File: src/rtl/dcache_load_tracker_pkg.sv
// Shared types for the LSU-side D-cache load tracker: bus commands,
// memory tag width and the per-miss tracking entry.
package dcache_load_tracker_pkg;

    localparam int ROB_IDX_W = 6;
    localparam int MEM_TAG_W = 4;

    typedef enum logic [1:0] {
        BUS_NONE  = 2'h0,
        BUS_LOAD  = 2'h1,
        BUS_STORE = 2'h2
    } BUS_COMMAND;

    typedef struct packed {
        logic                 valid;
        logic [ROB_IDX_W-1:0] rob_idx;
        logic [MEM_TAG_W-1:0] mem_tag;
    } LD_TRACK_ENTRY;

    // Tag 0 is reserved by the memory interface to mean "no tag".
    function automatic logic tag_is_live(input logic [MEM_TAG_W-1:0] tag);
        return tag != '0;
    endfunction

endpackage

File: src/rtl/ld_tag_cam.sv
// Table of outstanding load misses: parallel tag lookup, lowest-free-slot
// selection, and one allocate plus one free per cycle.
module ld_tag_cam
    import dcache_load_tracker_pkg::*;
#(
    parameter int NUM_ENTRIES = 8,
    parameter int IDX_W       = (NUM_ENTRIES > 1) ? $clog2(NUM_ENTRIES) : 1
) (
    input  logic                 clock,
    input  logic                 reset,
    input  logic [MEM_TAG_W-1:0] i_lookup_tag,
    output logic                 o_hit,
    output logic [IDX_W-1:0]     o_hit_idx,
    output logic [ROB_IDX_W-1:0] o_hit_rob_idx,
    output logic                 o_free_valid,
    output logic [IDX_W-1:0]     o_free_idx,
    input  logic                 i_alloc_en,
    input  logic [ROB_IDX_W-1:0] i_alloc_rob_idx,
    input  logic [MEM_TAG_W-1:0] i_alloc_tag,
    output logic                 o_alloc_dup,
    input  logic                 i_free_en,
    input  logic [IDX_W-1:0]     i_free_idx
);

    LD_TRACK_ENTRY r_entries [NUM_ENTRIES];

    always_comb begin
        o_hit         = 1'b0;
        o_hit_idx     = '0;
        o_hit_rob_idx = '0;
        o_alloc_dup   = 1'b0;
        for (int i = 0; i < NUM_ENTRIES; i++) begin
            if (r_entries[i].valid && tag_is_live(i_lookup_tag)
                    && (r_entries[i].mem_tag == i_lookup_tag)) begin
                o_hit         = 1'b1;
                o_hit_idx     = IDX_W'(i);
                o_hit_rob_idx = r_entries[i].rob_idx;
            end
            if (r_entries[i].valid && (r_entries[i].mem_tag == i_alloc_tag)) begin
                o_alloc_dup = 1'b1;
            end
        end
    end

    // Scan downward so the lowest invalid index is the one that sticks.
    always_comb begin
        o_free_valid = 1'b0;
        o_free_idx   = '0;
        for (int i = NUM_ENTRIES - 1; i >= 0; i--) begin
            if (!r_entries[i].valid) begin
                o_free_valid = 1'b1;
                o_free_idx   = IDX_W'(i);
            end
        end
    end

    always_ff @(posedge clock or negedge reset) begin
        if (!reset) begin
            for (int i = 0; i < NUM_ENTRIES; i++) begin
                r_entries[i] <= '0;
            end
        end else begin
            if (i_free_en) begin
                r_entries[i_free_idx].valid <= 1'b0;
            end
            if (i_alloc_en && o_free_valid) begin
                r_entries[o_free_idx] <= '{valid:   1'b1,
                                           rob_idx: i_alloc_rob_idx,
                                           mem_tag: i_alloc_tag};
            end
        end
    end

endmodule

File: src/rtl/dcache_load_tracker.sv
// Front end between the LSU and dcache_controller: issues one op per cycle,
// answers hits directly and tracks load misses until their memory tag returns.
module dcache_load_tracker #(
    parameter int NUM_ENTRIES = 8,
    parameter int ROB_IDX_W   = dcache_load_tracker_pkg::ROB_IDX_W,
    parameter int MEM_TAG_W   = dcache_load_tracker_pkg::MEM_TAG_W,
    parameter int CNT_W       = $clog2(NUM_ENTRIES + 1),
    parameter int IDX_W       = (NUM_ENTRIES > 1) ? $clog2(NUM_ENTRIES) : 1
) (
    input  logic                                clock,
    input  logic                                reset,
    input  logic                                lsu_req_valid,
    input  dcache_load_tracker_pkg::BUS_COMMAND lsu_req_cmd,
    input  logic [63:0]                         lsu_req_addr,
    input  logic [63:0]                         lsu_req_data,
    input  logic [ROB_IDX_W-1:0]                lsu_req_rob_idx,
    output logic                                lsu_req_ready,
    output dcache_load_tracker_pkg::BUS_COMMAND proc2Dcache_command,
    output logic [63:0]                         proc2Dcache_addr,
    output logic [63:0]                         proc2Dcache_data,
    input  logic [63:0]                         Dcache_data_out,
    input  logic                                unanswered_miss,
    input  logic [MEM_TAG_W-1:0]                Dcache2proc_response,
    input  logic [MEM_TAG_W-1:0]                Dcache2proc_tag,
    input  logic [63:0]                         Dmem2proc_data,
    output logic                                ld_done_valid,
    output logic [ROB_IDX_W-1:0]                ld_done_rob_idx,
    output logic [63:0]                         ld_done_data,
    output logic                                st_done_valid,
    output logic [ROB_IDX_W-1:0]                st_done_rob_idx,
    output logic                                tracker_full,
    output logic [CNT_W-1:0]                    outstanding_cnt
);

    import dcache_load_tracker_pkg::*;

    logic                 w_is_load;
    logic                 w_is_store;
    logic                 w_return_match;
    logic [IDX_W-1:0]     w_match_idx;
    logic [ROB_IDX_W-1:0] w_match_rob_idx;
    logic                 w_free_valid;
    logic [IDX_W-1:0]     w_free_idx;
    logic                 w_alloc_dup;
    logic                 w_hit_accept;
    logic                 w_alloc;
    logic                 w_st_accept;

    logic                 r_ld_done_valid;
    logic [ROB_IDX_W-1:0] r_ld_done_rob_idx;
    logic [63:0]          r_ld_done_data;
    logic                 r_st_done_valid;
    logic [ROB_IDX_W-1:0] r_st_done_rob_idx;
    logic [CNT_W-1:0]     r_count;
    logic                 r_full;

    ld_tag_cam #(
        .NUM_ENTRIES (NUM_ENTRIES),
        .IDX_W       (IDX_W)
    ) u_cam (
        .clock           (clock),
        .reset           (reset),
        .i_lookup_tag    (Dcache2proc_tag),
        .o_hit           (w_return_match),
        .o_hit_idx       (w_match_idx),
        .o_hit_rob_idx   (w_match_rob_idx),
        .o_free_valid    (w_free_valid),
        .o_free_idx      (w_free_idx),
        .i_alloc_en      (w_alloc),
        .i_alloc_rob_idx (lsu_req_rob_idx),
        .i_alloc_tag     (Dcache2proc_response),
        .o_alloc_dup     (w_alloc_dup),
        .i_free_en       (w_return_match),
        .i_free_idx      (w_match_idx)
    );

    // Fullness comes from the registered count, so a slot freed this cycle
    // cannot be handed out until the next one.
    always_comb begin
        w_is_load    = lsu_req_valid && (lsu_req_cmd == BUS_LOAD);
        w_is_store   = lsu_req_valid && (lsu_req_cmd == BUS_STORE);
        w_hit_accept = w_is_load && !r_full && !unanswered_miss && !w_return_match;
        w_alloc      = w_is_load && !r_full && unanswered_miss
                       && (Dcache2proc_response != '0) && w_free_valid;
        w_st_accept  = w_is_store && !unanswered_miss;
    end

    always_comb begin
        proc2Dcache_command = BUS_NONE;
        if (lsu_req_valid && !(w_is_load && r_full)) begin
            proc2Dcache_command = lsu_req_cmd;
        end
        proc2Dcache_addr = lsu_req_addr;
        proc2Dcache_data = lsu_req_data;
        lsu_req_ready    = w_hit_accept || w_alloc || w_st_accept;
    end

    // A returning miss has priority over a hit; the hit was refused above,
    // so at most one load completes per cycle.
    always_ff @(posedge clock or negedge reset) begin
        if (!reset) begin
            r_ld_done_valid   <= 1'b0;
            r_ld_done_rob_idx <= '0;
            r_ld_done_data    <= '0;
            r_st_done_valid   <= 1'b0;
            r_st_done_rob_idx <= '0;
        end else begin
            r_ld_done_valid <= w_return_match || w_hit_accept;
            if (w_return_match) begin
                r_ld_done_rob_idx <= w_match_rob_idx;
                r_ld_done_data    <= Dmem2proc_data;
            end else if (w_hit_accept) begin
                r_ld_done_rob_idx <= lsu_req_rob_idx;
                r_ld_done_data    <= Dcache_data_out;
            end
            r_st_done_valid <= w_st_accept;
            if (w_st_accept) begin
                r_st_done_rob_idx <= lsu_req_rob_idx;
            end
        end
    end

    always_ff @(posedge clock or negedge reset) begin
        if (!reset) begin
            r_count <= '0;
            r_full  <= 1'b0;
        end else begin
            case ({w_alloc, w_return_match})
                2'b10: begin
                    r_count <= r_count + 1'b1;
                    r_full  <= (r_count + 1'b1) == CNT_W'(NUM_ENTRIES);
                end
                2'b01: begin
                    r_count <= r_count - 1'b1;
                    r_full  <= 1'b0;
                end
                default: begin
                    r_count <= r_count;
                    r_full  <= r_full;
                end
            endcase
        end
    end

    assign ld_done_valid   = r_ld_done_valid;
    assign ld_done_rob_idx = r_ld_done_rob_idx;
    assign ld_done_data    = r_ld_done_data;
    assign st_done_valid   = r_st_done_valid;
    assign st_done_rob_idx = r_st_done_rob_idx;
    assign tracker_full    = r_full;
    assign outstanding_cnt = r_count;

    a_alloc_tag_unique: assert property (@(posedge clock) disable iff (!reset)
        w_alloc |-> !w_alloc_dup);

    a_single_load_completion: assert property (@(posedge clock) disable iff (!reset)
        !(w_return_match && w_hit_accept));

    a_full_matches_count: assert property (@(posedge clock) disable iff (!reset)
        r_full == (r_count == CNT_W'(NUM_ENTRIES)));

endmodule

File: config.mk
export PLATFORM = sky130hd
export DESIGN_NAME = dcache_load_tracker
export DESIGN_NICKNAME = d
export VERILOG_FILES = /design/src/rtl/dcache_load_tracker_pkg.sv /design/src/rtl/ld_tag_cam.sv /design/src/rtl/dcache_load_tracker.sv
export SDC_FILE = /design/constraint.sdc
export NUM_CORES = 1
export LEC_CHECK = 0
export ABC_AREA = 1
export ABC_CLOCK_PERIOD_IN_PS = 5800
export CORE_AREA = 2 2 190 192
export CTS_CLUSTER_SIZE = 10
export DETAILED_ROUTE_END_ITERATION = 16
export DIE_AREA = 0 0 192 194
export SYNTH_ARGS = -nofsm -noshare
export SYNTH_HDL_FRONTEND = slang
export SYNTH_SLANG_ARGS = --single-unit
File: constraint.sdc
create_clock -name clock -period 5.8 [get_ports clock]
set_input_delay 1.16 -clock clock [delete_from_list [all_inputs] [get_ports clock]]
set_output_delay 1.16 -clock clock [all_outputs]
set_load 0.005 [all_outputs]
==> flow_summary.yaml <==
clock_network:
  htree_levels: 4
  clockRootBuffer: "clkbuf_16"
  cts_hold_buf: 0
  clock_sinks: 171
  cts_resized: 0
  cts_buffers: 17
  post_cts.repair.setup_buffers: 0
  cts_tree: "done"
  cts.clk_slew.worst_paths_ns: 0.07
  clk_path_buf_depth: 2
  clock_latency_ns: 0.45
synthesis:
  yosys.area.top_type: "dfrtp_1"
  synth_cell_type_count: 33
  yosys_register_bits: 171
  synth_nets: 1497
  syn_avg_cell_area_um2: 7.68
  synthesis.area_um2: 9340
  netlist.area_leader.share_pct: 45.8
  ys_top_cells_by_area: "dfrtp_1 46%, nand2_1 17%, buf_4 11%, o21ai_0 5.8%, nand3_1 5.0%"
  syn_inst: 1217
  yosysWarnings: 0
  yosysSeqAreaShare_pct: 45.8
die:
  dieArea_um2: 37200
  coreArea_um2: 35200
  die_w_um: 192
  start_util_pct: 26.5
  row_count: 69
  io_pins: 490
  die_y_um: 194
setup_path:
  rrSetupSlack_ns: 2.84
  crit_path_start_kind: "primary input"
  worstPathRequired_ns: 4.64
  crit_buf_inv: 4
  end_kind: "primary output"
  path_class: "in2out"
  worstPathArrival_ns: 3.91
  slowest_stage: "clkdlybuf4s50_1"
  r2r_cells: 14
  slowest_delay_ns: 0.64
  path_delay_family: "buffers and inverters"
  cp_max_fo: 14
  path_cells: "clkdlybuf4s50_1 -> nor2_1 -> nand2_4 -> nand2_1 -> inv_1 -> nand3_1 -> buf_4 -> nand2_2 -> nor2_4 -> nand2_4 -> o211ai_1 -> clkdlybuf4s50_1"
  crit_cells: 12
timing:
  tns_ns: 0
  rsz0062_at_grt: "no"
  finalSetupViolCount: 0
  setup_ws_ns: 0.725
  slew_violations: 0
  fin_crit_ns: 5.07
  clock-skew-final_ns: 0.0164
  finalHoldViolCount: 0
  slew_headroom_pct: 37.6
  timing.final.crit_share_pct: 87.5
  max_freq_mhz: 197
  whs_ns: 0.481
  worstMarginPinSlew_ns: 0.936
global_route:
  grt_overflow: 0
  grt_max_degree: 94
  grt_use_total_pct: 19.5
  grt_pass1_wl_um: 52100
  antenna_found_initial: 3
  grt_pass1_vias: 7710
placement:
  place_ws_ns: 0.778
  hpwl_um: 28100
  placed_cell_area_um2: 11100
  placed_cells: 1748
  io_buffers: 233
  gp_congestion: 0.897
drt:
  via_count: 7950
  via_per_inst: 4.46
  drt.antenna.violating_nets: 0
  routed_wl_um: 36300
  dr.pass1.iters: 5
  detail_route.wl_per_cell_um: 20.3
  dr.first_iter.drc_count: 539
  drc_errors: 0
cells_and_area:
  seqCellArea_um2: 4280
  final_cell_area_um2: 11700
  areaGrowthSynthToFinish_pct: 25.5
  fill_cells: 3722
  post-route-util_pct: 33.3
  multi_input_area_um2: 3500
  final_common_cell: "nand2_1"
  drive_above_1_share_pct: 4.55
  fin_nets: 1586
  layout_common_cells: "435 x nand2_1, 232 x clkdlybuf4s50_1, 171 x dfrtp_1"
  finalNonFillerCells: 1783
power:
  cellPowerDensity_nw_per_um2: 387
  vdd_drop_max_v: 0.000230
  power_leakage_nw: 5.43
  power.total_mw: 4.54
run_status:
  outcome: "completed"
job:
  cap_violations: 0
worst_hold_path:
  hold_depth: 2
  hp-class: "reg2reg"
## final timing paths
kind	start	end
worst max-delay path	Dcache2proc_tag[0]	lsu_req_ready
worst min-delay path	ld_done_data[43]	ld_done_data[43]
worst max register to register	u_cam.r_entries[69]	ld_done_data[62]
worst min register to register	ld_done_data[43]	ld_done_data[43]
max in group asynchronous	reset	ld_done_data[45]
min in group asynchronous	reset	u_cam.r_entries[36]
## cells in the mapped netlist (all sizes together)
cell	n
clkbuf	16
a31oi	1
nor2	74
dfrtp	171
o31ai	7
nor4	1
nand3	97
nor2b	1
a21boi	7
nor3	2
nand2	441
o32ai	1
xnor2	4
nand3b	1
xor2	1
a21oi	10
nand4	16
o21ai	113
buf	154
ha	4
o211ai	1
inv	94
## sequential cells by signal (all words and copies together) (netlist names)
register,cells
u_cam.r_entries,88
ld_done_data,64
ld_done_rob_idx,6
st_done_rob_idx,6
outstanding_cnt,4
ld_done_valid,1
st_done_valid,1
tracker_full,1
## per-layer routing
metal | vias up | wire length [um] | global-route usage [%]
met2 | 215 | 15400 | 27.3
met1 | 3753 | 13400 | 21.4
met4 | 2 | 1120 | 8.00
met5 | - | 143 | 2.79
met3 | 84 | 6230 | 15.3
li1 | 3896 | - | -
## worst min-delay path, stage by stage, from the launching register on
cell and delay [ns]:
dfrtp_1 0.34, nand2_1 0.05, nand3_1 0.05
## area by class of cell
cell class / count / share of cell area, %
diodes: 3 / 0.0640
clock buffers: 18 / 3.66
clock inverters: 14 / 1.49
inverters: 94 / 3.01
multi-input cells: 782 / 29.8
flip-flops and latches: 171 / 36.5
well taps: 461 / 4.92
repair buffers: 240 / 20.6
## logic make-up (layout without fill, tap and decap cells)
group	after synthesis	in the layout	share of synthesized area (%)
DFF	171	171	45.8
buffers and inverters	264	366	16.8
xor gates and xnor gates	5	5	0.469
other	0	3	0
AOI/OAI and AO/OA	140	140	7.95
adders and majority gates	4	4	0.536
and+or+nand+nor	633	633	28.5
## power by group
group | total, mW | switching, mW | internal (mW)
registers | 1.79 | 0.250 | 1.54
logic | 1.54 | 0.746 | 0.796
clock network | 1.20 | 0.552 | 0.653
total | 4.54 | 1.55 | 2.99
No activity file was read; power rests on OpenSTA's default activity.
